## src/rtl/tdc_tap_encoder.sv

```systemverilog
// Carry-chain TDC front end: it synchronises the thermometer taps, detects hit edges and
// removes bubbles. It then encodes a coarse/fine timestamp behind a 1-deep output register.
module tdc_tap_encoder #(
    parameter int unsigned NUM_TAPS = 64,
    parameter int unsigned COARSE_W = 16
) (
    input  logic                               clk,
    input  logic                               rst_n,
    input  logic                               enable,
    input  logic [NUM_TAPS-1:0]                taps_in,
    output logic                               ts_valid,
    input  logic                               ts_ready,
    output logic [COARSE_W-1:0]                ts_coarse,
    output logic [$clog2(NUM_TAPS+1)-1:0]      ts_fine,
    output logic                               ts_sat,
    output logic [7:0]                         drop_cnt
);

    localparam int unsigned FINE_W = $clog2(NUM_TAPS + 1);

    // two-flop synchroniser with the coarse count of the sampling edge alongside
    logic [NUM_TAPS-1:0] cap1;
    logic [NUM_TAPS-1:0] cap2;
    logic [COARSE_W-1:0] coarse_cnt;
    logic [COARSE_W-1:0] coarse_d1;
    logic [COARSE_W-1:0] coarse_d2;
    logic                cap2_prev;
    logic [2:0]          fill;

    // detect stage
    logic                s2_hit;
    logic [NUM_TAPS-1:0] s2_cap;
    logic [COARSE_W-1:0] s2_coarse;

    // bubble-corrected stage
    logic                s3_hit;
    logic [NUM_TAPS-1:0] s3_corr;
    logic [COARSE_W-1:0] s3_coarse;

    // encoded stage
    logic                s4_valid;
    logic [FINE_W-1:0]   s4_fine;
    logic                s4_sat;
    logic [COARSE_W-1:0] s4_coarse;

    logic                hit_c;
    logic [NUM_TAPS-1:0] corrected_c;
    logic [FINE_W-1:0]   popcnt_c;
    logic                load_c;
    logic                drop_c;

    function automatic logic maj3(input logic a, input logic b, input logic c);
        return (a & b) | (a & c) | (b & c);
    endfunction

    function automatic logic [FINE_W-1:0] popcount(input logic [NUM_TAPS-1:0] v);
        logic [FINE_W-1:0] acc;
        acc = '0;
        for (int i = 0; i < int'(NUM_TAPS); i++) begin
            acc = acc + FINE_W'(v[i]);
        end
        return acc;
    endfunction

    // fill tracks when cap1, cap2 and cap2_prev hold real samples after reset
    always_ff @(posedge clk or negedge rst_n) begin
        if (!rst_n) begin
            cap1       <= '0;
            cap2       <= '0;
            cap2_prev  <= 1'b0;
            fill       <= '0;
            coarse_cnt <= '0;
            coarse_d1  <= '0;
            coarse_d2  <= '0;
        end else begin
            cap1      <= taps_in;
            cap2      <= cap1;
            cap2_prev <= cap2[0];
            fill      <= {fill[1:0], 1'b1};
            coarse_d1 <= coarse_cnt;
            coarse_d2 <= coarse_d1;
            if (enable) begin
                coarse_cnt <= coarse_cnt + COARSE_W'(1);
            end
        end
    end

    assign hit_c = fill[2] & cap2[0] & ~cap2_prev & enable;

    always_comb begin
        corrected_c           = '0;
        corrected_c[0]        = s2_cap[0];
        for (int i = 1; i < int'(NUM_TAPS) - 1; i++) begin
            corrected_c[i] = maj3(s2_cap[i-1], s2_cap[i], s2_cap[i+1]);
        end
        corrected_c[NUM_TAPS-1] = maj3(s2_cap[NUM_TAPS-2], s2_cap[NUM_TAPS-1],
                                       s2_cap[NUM_TAPS-1]);
    end

    assign popcnt_c = popcount(s3_corr);

    always_ff @(posedge clk or negedge rst_n) begin
        if (!rst_n) begin
            s2_hit    <= 1'b0;
            s2_cap    <= '0;
            s2_coarse <= '0;
            s3_hit    <= 1'b0;
            s3_corr   <= '0;
            s3_coarse <= '0;
            s4_valid  <= 1'b0;
            s4_fine   <= '0;
            s4_sat    <= 1'b0;
            s4_coarse <= '0;
        end else begin
            s2_hit    <= hit_c;
            s2_cap    <= cap2;
            s2_coarse <= coarse_d2;
            s3_hit    <= s2_hit;
            s3_corr   <= corrected_c;
            s3_coarse <= s2_coarse;
            s4_valid  <= s3_hit;
            s4_fine   <= popcnt_c;
            s4_sat    <= (popcnt_c == FINE_W'(NUM_TAPS));
            s4_coarse <= s3_coarse;
        end
    end

    // a result lands when the slot is empty or is being drained this cycle
    assign load_c = s4_valid & (~ts_valid | ts_ready);
    assign drop_c = s4_valid & ts_valid & ~ts_ready;

    always_ff @(posedge clk or negedge rst_n) begin
        if (!rst_n) begin
            ts_valid  <= 1'b0;
            ts_coarse <= '0;
            ts_fine   <= '0;
            ts_sat    <= 1'b0;
            drop_cnt  <= '0;
        end else begin
            if (load_c) begin
                ts_valid  <= 1'b1;
                ts_coarse <= s4_coarse;
                ts_fine   <= s4_fine;
                ts_sat    <= s4_sat;
            end else if (ts_valid && ts_ready) begin
                ts_valid <= 1'b0;
            end
            if (drop_c && (drop_cnt != 8'hFF)) begin
                drop_cnt <= drop_cnt + 8'd1;
            end
        end
    end

endmodule

```

## config.mk

```make
export PLATFORM = sky130hd
export DESIGN_NAME = tdc_tap_encoder
export DESIGN_NICKNAME = d
export VERILOG_FILES = /design/src/rtl/tdc_tap_encoder.sv
export SDC_FILE = /design/constraint.sdc
export NUM_CORES = 1
export LEC_CHECK = 0
export ABC_AREA = 0
export BUFFER_PORTS_ARGS = -buffer_cell sky130_fd_sc_hd__buf_2
export CAP_MARGIN = 20
export CORE_ASPECT_RATIO = 0.8
export CORE_MARGIN = 5
export CORE_UTILIZATION = 45
export CTS_CLUSTER_SIZE = 14
export DETAILED_ROUTE_END_ITERATION = 8
export MAX_ROUTING_LAYER = met4
export PLACE_DENSITY = 0.63
export SYNTH_ARGS = -nofsm -noshare
export SYNTH_HDL_FRONTEND = slang
export SYNTH_SLANG_ARGS = --single-unit
```

## constraint.sdc

```tcl
create_clock -name clk -period 5.54 [get_ports clk]
set_input_delay 0 -clock clk [delete_from_list [all_inputs] [get_ports clk]]
set_output_delay 0 -clock clk [all_outputs]
set_load 0.01 [all_outputs]
```

==> metrics.cfg, run 1 <==
[yosys]
synth_edf_count = 0
ys_seq_elements = 399
ys_seq_area_frac = 0.7570
netlist_instances = 742
synth_area_sq_um = 13190
postSynthAreaPerCell_sq_um = 17.78
ys_async_sr_fraction = 1.000
synth_fp_nets = 881
synth_ff_type = dfrtp_1
yosys_warnings = 0
yosysUniqueCellTypes = 37

[critical_path]
path_max_fanout = 2
cp-end-kind = flop
path_class = flop to flop
worstPathArrival_ps = 6370
cp-start-kind = flop
crit_required_ps = 5940

[flow_run]
drv_cap = 0

[sta]
setup_viol = 4
worst_pin_slew_ps = 814.0
post-route-min-period_ps = 5972
rsz0062_at_grt = true
max-slew-margin-rel = 0.4573
period_share = 1.078
finalHoldViolCount = 0
fin_skew_ps = 6.322
fmax_ghz = 0.1675
slew_violations = 0
layout_setup_ws_ps = -431.8

[drt]
dr.pass1.iters = 4
wirelength_um = 18970
drt-initial-drc-count = 316
wire_per_inst_um = 13.89
vias = 5918
ant_nets = 0
drc = 0
detail_route.vias_per_cell = 4.332

[die]
die_y_um = 163.1
pin_count = 101
start_util = 0.4536
dieWidth_um = 201.4
core_region_area_sq_um = 29080
dieArea_sq_um = 32860
fp-row-count = 56

[clock_network]
htreeDepth = 2
cts_tree = yes
clkSlewWorstSetupHoldPaths_ps = 60
cts_sinks = 399
root_buffer = clkbuf_16
cts-buffers-inserted = 38
cts_buffer_depth = 3
clkLatencyLatePin_ps = 510

[run_status]
violations = negative setup slack
outcome = complete, but fails checks

[grt]
antenna_found_initial = 0
grt_max_degree = 155
grt_pass1_wl_um = 33800
grt.total_usage = 0.1305
globalRouteOverflowTotal = 0
grt_pass1_vias = 6640

[finish]
nets = 1101
final_cell_count_no_fill = 1366
area_growth_pct = 24.39
antennaDiodeCount = 0
final_layout_size_suffix_gt1_frac = 0.2538
nFillCells = 2243

[placement]
dp_cells = 1225
place_hpwl_um = 12260
gp_congestion = 0.7877
portBuffers = 100

[min_path]
hp-class = input pin to asynchronous set/reset pin

cells in the mapped netlist, drive strengths merged (2+ instances only):
| library cell | count | area, sq um |
|---|---|---|
| and4 | 2 | 20.02 |
| xor2 | 7 | 61.31 |
| fa | 54 | 1081 |
| and3 | 6 | 43.79 |
| inv | 99 | 371.6 |
| buf | 3 | 20.01 |
| mux2 | 26 | 292.8 |
| xnor2 | 16 | 140.1 |
| nor2b | 2 | 12.51 |
| nor2 | 4 | 15.01 |
| ha | 17 | 212.7 |
| dfrtp | 399 | 9985 |
| maj3 | 62 | 620.6 |
| nand2b | 2 | 15.02 |
| nand3 | 7 | 35.03 |
| a21oi | 2 | 13.76 |
| o21ai | 3 | 15.01 |
| nand2 | 11 | 41.29 |
| a211oi | 3 | 45.04 |
| nand4 | 5 | 31.28 |
| nor3 | 4 | 35.03 |
repair_timing:
item                                   4_1_cts  5_1_grt
buffers inserted                             3        3
setup endpoints to repair                    5        6
endpoints found under the hold margin      168        0
hold buffers                                67        0
gates resized for setup                     21       18
pin swaps                                   18        6
sequential cells by signal (all words and copies together), names as in the netlist, 8 cells and up:
name and count:
cap1 64, cap2 64, s2_cap 64, s3_corr 64
coarse_cnt 16, coarse_d1 16, coarse_d2 16, s2_coarse 16
s3_coarse 16, s4_coarse 16, ts_coarse 16, drop_cnt 8
worst paths after layout:
path	from	end	slack, ps	cells past startpoint
worst min-delay path	rst_n	cap1[33]	60	2
worst max-delay path	s3_corr[39]	s4_sat	-430	18
worst max register to register	s3_corr[39]	s4_sat	-430	18
min in group clk	taps_in[3]	cap1[3]	120	2
worst min register to register	s2_coarse[14]	s3_coarse[14]	340	0
max in group asynchronous	rst_n	ts_fine[1]	4220	3
critical path, stage by stage (launching register included):
cell       delay (ps)
dfrtp_1           330
inv_2              40
fa_1              540
inv_2              40
fa_2              520
inv_2              40
fa_2              520
fa_1              430
fa_1              470
fa_1              540
fa_1              440
fa_1              510
inv_2              50
ha_4              160
fa_2              370
a211oi_4          260
o21ai_1           120
nor2b_4           140
a2111oi_4         340
final cells by class:
cell class / count / area (sq um) / area share
flip-flops and latches: 399 / 9985 / 0.6086
multi-input cells: 240 / 2943 / 0.1794
repair buffers: 184 / 1369 / 0.08343
clock buffers: 56 / 1182 / 0.07207
well taps: 377 / 471.7 / 0.02875
inverters: 99 / 371.6 / 0.02265
clock inverters: 11 / 85.08 / 0.005186
through the flow:
step / hold WS (ps) / cell area (sq um) / setup slack [ps] / util / setup TNS [ps]
floorplan: -295.6 / 13200 / -229.7 / - / -389.0
global placement: 37.88 / 14250 / -370.0 / 0.4899 / -1283
detailed placement: 41.34 / 14250 / -519.7 / 0.4899 / -1857
CTS: 81.16 / 16290 / -445.7 / 0.5602 / -1365
global route: 101.8 / 16410 / -605.8 / 0.5642 / -2090
finish: 63.00 / 16410 / -431.8 / 0.5642 / -1228
routing by layer:
layer	vias up	track usage	part of all wire
met5	-	-	0
met4	0	0.04099	0.021
met3	43	0.02918	0.047
met2	109	0.1835	0.44
met1	2996	0.1927	0.50
li1	2770	-	-
kinds of logic (layout without fill, tap and decap cells):
kind of cell	Yosys count	count (layout)	synth area share
adder cells (fa/ha/maj)	133	133	0.1451
XOR/XNOR	23	23	0.01527
AND/OR/NAND/NOR	45	45	0.02020
other	1	1	0.0002843
AO/OA/AOI/OAI	12	12	0.009959
flip-flops	399	399	0.7570
buffers and inverters	103	350	0.02997
multiplexers	26	26	0.02220
cell usage in the layout (no fill, tap or decap), drive strengths merged:
cell type / count
nor2: 4
bufinv: 1
nor2b: 2
nand2: 11
mux2: 26
o311ai: 1
and3: 6
nand4: 5
clkbuf: 56
nor3b: 1
nand2b: 2
conb: 1
maj3: 62
a2111o: 1
and4: 2
a211oi: 3
nand3: 7
and4b: 1
o21ai: 3
clkinvlp: 2
ha: 17
a2111oi: 1
nor3: 4
dlygate4sd3: 67
buf: 117
dfrtp: 399
clkinv: 8
a21oi: 2
xor2: 7
xnor2: 16
fa: 54
a221oi: 1
inv: 99
Power of run 1 is left out: the tool's default activity adds up to more than one toggle a clock period on the data nets, which glitch-free logic cannot reach.
==> run 2, diff against run 1 <==
--- a/config.mk
+++ b/config.mk
@@ -15,6 +15,7 @@
 export DETAILED_ROUTE_END_ITERATION = 8
 export MAX_ROUTING_LAYER = met4
 export PLACE_DENSITY = 0.63
+export SKIP_CTS_REPAIR_TIMING = 1
 export SYNTH_ARGS = -nofsm -noshare
 export SYNTH_HDL_FRONTEND = slang
 export SYNTH_SLANG_ARGS = --single-unit
==> metrics.cfg, run 2 (same netlist as run 1, synthesis figures left out) <==
[drt]
drt-initial-drc-count = 261
wirelength_um = 19000
dr.pass1.iters = 4
vias = 5907
ant_nets = 0
drc = 0
wire_per_inst_um = 13.93
detail_route.vias_per_cell = 4.331

[sta]
rsz0062_at_grt = true
post-route-min-period_ps = 6092
hold_ws_ps = 62.77
slew_violations = 0
fmax_ghz = 0.1642
period_share = 1.100
layout_setup_ws_ps = -551.5
worst_pin_slew_ps = 810.7
max-slew-margin-rel = 0.4595
fin_skew_ps = 6.322
finalHoldViolCount = 0
setup_viol = 4

[finish]
layout_common_cells = 399 x dfrtp_1, 99 x buf_2, 90 x inv_1, 67 x dlygate4sd3_1, 62 x maj3_1
nets = 1099
fin_area_sq_um = 16380
final_common_cell = dfrtp_1
area_growth_pct = 24.16
antennaDiodeCount = 0
final_layout_size_suffix_gt1_frac = 0.2411

[clock_network]
clkLatencyLatePin_ps = 510
htreeDepth = 2
clkSlewWorstSetupHoldPaths_ps = 60
cts_buffer_depth = 3
cts_tree = yes
cts_sinks = 399
cts-buffers-inserted = 38
root_buffer = clkbuf_16

[critical_path]
cp-start-kind = flop
reg2reg_depth = 19
cp_top_family = adder cells
r2r_slack_ps = -550
cp-end-kind = flop
critPathSlowestCell = fa_1
r2r_end = s4_sat
path_max_fanout = 2
path_class = flop to flop
max_stage_delay_ps = 550
worstReg2RegStart = s3_corr[47]
crit_chain = inv_2 > fa_1 > inv_2 > fa_2 > fa_1 > inv_1 > fa_1 > inv_1 > fa_1 > fa_1 > fa_1 > inv_1 > fa_1 > inv_2 > fa_2 > a211oi_4 > o21ai_1 > nor2b_4 > a2111oi_4
crit_required_ps = 5940
critPathBufInv = 6
crit_top_cell = fa_1
worstPathArrival_ps = 6490

[die]
core_region_area_sq_um = 29080
dieArea_sq_um = 32860
dieWidth_um = 201.4
pin_count = 101
fp-row-count = 56
die_y_um = 163.1
start_util = 0.4536

[grt]
globalRouteOverflowTotal = 0
grt_max_degree = 155
antenna_found_initial = 0
grt_pass1_vias = 6333
grt_pass1_wl_um = 32390
grt.total_usage = 0.1250

[run_status]
outcome = complete, but fails checks
violations = negative setup slack

[placement]
place_hpwl_um = 12260
portBuffers = 100
gp_congestion = 0.7877
dpl_cell_area_sq_um = 14250

[min_path]
hp-class = input pin to asynchronous set/reset pin

[flow_run]
drv_cap = 0

==> run 2: cell count changes in the layout (fill, tap and decap cells not counted) <==
cell / previous run / this run
nand3_4: 0 / 1
inv_1: 85 / 90
ha_1: 15 / 14
xor2_1: 6 / 7
nand3_2: 1 / 0
fa_2: 9 / 3
fa_1: 45 / 51
xor2_2: 1 / 0
inv_2: 14 / 9
buf_4: 11 / 10
buf_12: 2 / 1
ha_4: 2 / 3
==> run 2: layout make-up <==
cell class	instances	area, sq um
clock buffers	56	1182
clock inverters	11	85.08
fillers	2256	12700
inverters	99	371.6
multi-input cells	240	2940
flip-flops and latches	399	9985
well taps	377	471.7
repair buffers	182	1341
==> run 2: through the flow <==
stage / TNS (ps) / utilization / std cells / setup WS, ps
after detailed placement: -1857 / 0.4899 / 1225 / -519.7
after CTS: -1895 / 0.5335 / 1292 / -529.0
final: -1598 / 0.5632 / 1364 / -551.5
after floorplan: -389.0 / - / 742 / -229.7
after global routing: -2917 / 0.5632 / 1364 / -799.1
after global placement: -1283 / 0.4899 / 1225 / -370.0
==> run 2: how the worst max path moves through the flow <==
| stage | from | depth (start not counted) | endpoint | slack [ps] |
|---|---|---|---|---|
| after floorplan | s3_corr[35] | 18 | s4_sat | -230 |
| after global placement | s3_corr[35] | 18 | s4_sat | -370 |
| after detailed placement | s3_corr[35] | 18 | s4_sat | -520 |
| after CTS | s3_corr[35] | 18 | s4_sat | -530 |
| after global routing | s3_corr[47] | 19 | s4_sat | -800 |
| final | s3_corr[47] | 19 | s4_sat | -550 |
==> run 2: per-layer routing <==
metal | vias up | GRT usage | wire length [um]
li1 | 2765 | - | -
met5 | - | - | 0
met3 | 44 | 0.02898 | 870
met2 | 105 | 0.1680 | 8249
met4 | 0 | 0.03975 | 393
met1 | 2993 | 0.1906 | 9486
Power of run 2 is left out for the same reason.
==> run 3, diff against run 2 <==
--- a/config.mk
+++ b/config.mk
@@ -13,8 +13,9 @@
 export CORE_UTILIZATION = 45
 export CTS_CLUSTER_SIZE = 14
 export DETAILED_ROUTE_END_ITERATION = 8
+export GPL_TIMING_DRIVEN = 0
 export MAX_ROUTING_LAYER = met4
-export PLACE_DENSITY = 0.63
+export PLACE_DENSITY_LB_ADDON = 0.05
 export SKIP_CTS_REPAIR_TIMING = 1
 export SYNTH_ARGS = -nofsm -noshare
 export SYNTH_HDL_FRONTEND = slang
==> constraint.sdc (replaced) <==
create_clock -name clk -period 5.54 [get_ports clk]
set_input_delay 0.554 -clock clk [delete_from_list [all_inputs] [get_ports clk]]
set_output_delay 0.554 -clock clk [all_outputs]
set_load 0.01 [all_outputs]
==> metrics.cfg, run 3 (same netlist as run 1, synthesis figures left out) <==
[drt]
drt-initial-drc-count = 226
drc = 0
dr.pass1.iters = 4
detail_route.vias_per_cell = 4.430
wire_per_inst_um = 15.23
wirelength_um = 19730
ant_nets = 0
vias = 5737

[sta]
period_share = 1.081
setup_viol = 4
layout_setup_ws_ps = -448.3
slew_violations = 0
finalHoldViolCount = 0
post-route-min-period_ps = 5988
rsz0062_at_grt = true
fin_skew_ps = 14.89
worst_pin_slew_ps = 637.6
max-slew-margin-rel = 0.5749
fin_setup_tns_ps = -1236
fmax_ghz = 0.1670

[clock_network]
cts-buffers-inserted = 39
htreeDepth = 2
cts_buffer_depth = 3
clkSlewWorstSetupHoldPaths_ps = 60
clkLatencyLatePin_ps = 530
root_buffer = clkbuf_16
cts_tree = yes
cts_sinks = 399

[critical_path]
path_class = flop to flop
critPathSlowestCell = fa_1
cp-start-kind = flop
critPathBufInv = 4
r2r_slack_ps = -450
cp_top_family = adder cells
crit_required_ps = 5960
cp-end-kind = flop
crit_chain = inv_2 > fa_1 > inv_2 > fa_2 > inv_2 > fa_2 > fa_1 > fa_1 > fa_1 > fa_1 > fa_1 > inv_2 > ha_4 > fa_2 > a211oi_4 > o21ai_1 > nor2b_4 > a2111oi_4
path_max_fanout = 2
crit_top_cell = fa_1
worstPathArrival_ps = 6400
max_stage_delay_ps = 540

[die]
dieArea_sq_um = 32860
pin_count = 101
die_y_um = 163.1
fp-row-count = 56
core_region_area_sq_um = 29080
dieWidth_um = 201.4
start_util = 0.4536

[run_status]
outcome = complete, but fails checks
violations = negative setup slack

[grt]
grt_pass1_wl_um = 34920
antenna_found_initial = 0
globalRouteOverflowTotal = 0
grt.total_usage = 0.1354
grt_pass1_vias = 6740
grt_max_degree = 129

[finish]
fin_util = 0.5417
final_layout_size_suffix_gt1_frac = 0.2647
antennaDiodeCount = 0
fin_area_sq_um = 15750
nets = 1030
final_common_cell = dfrtp_1
area_growth_pct = 19.42
layout_common_cells = 399 x dfrtp_1, 99 x buf_2, 89 x inv_1, 62 x maj3_1, 41 x fa_1

[placement]
gp_congestion = 0.8204
place_hpwl_um = 13070
dp_slack_ps = -608.8
portBuffers = 99
dpl_cell_area_sq_um = 14260

[flow_run]
drv_cap = 0

[min_path]
hp-class = input pin to flop

run 3: worst paths after layout:
kind                              from          to  cells after the start
max                        s3_corr[39]      s4_sat                     18
min                        taps_in[29]    cap1[29]                      1
max reg2reg                s3_corr[39]      s4_sat                     18
min reg2reg                   cap2[35]  s2_cap[35]                      0
max in group asynchronous        rst_n     cap2[1]                      3
min in group asynchronous        rst_n    cap1[47]                      2
run 3: cell type report:
class	instances	area [sq um]
buffer	4	23.77
clock buffer	58	1167
clock inverter	10	126.4
fill	2304	13330
inverter	99	371.6
multi-input combinational	240	2967
sequential	399	9985
tap	377	471.7
timing repair buffer	108	639.4
run 3: routing by layer:
metal	global-route usage	vias to the layer above	share of wire
li1	-	2630	-
met1	0.1952	2970	0.49
met2	0.1943	100	0.45
met3	0.03315	37	0.043
met4	0.04037	0	0.022
met5	-	-	0
run 3: through the flow:
stage          hold WS [ps]  cells
2_1_floorplan         258.4    742
3_3_place_gp          332.1   1218
3_5_place_dp          334.7   1221
4_1_cts              -81.55   1289
5_1_grt               91.13   1295
6_report              125.2   1295
Power of run 3 is left out for the same reason.
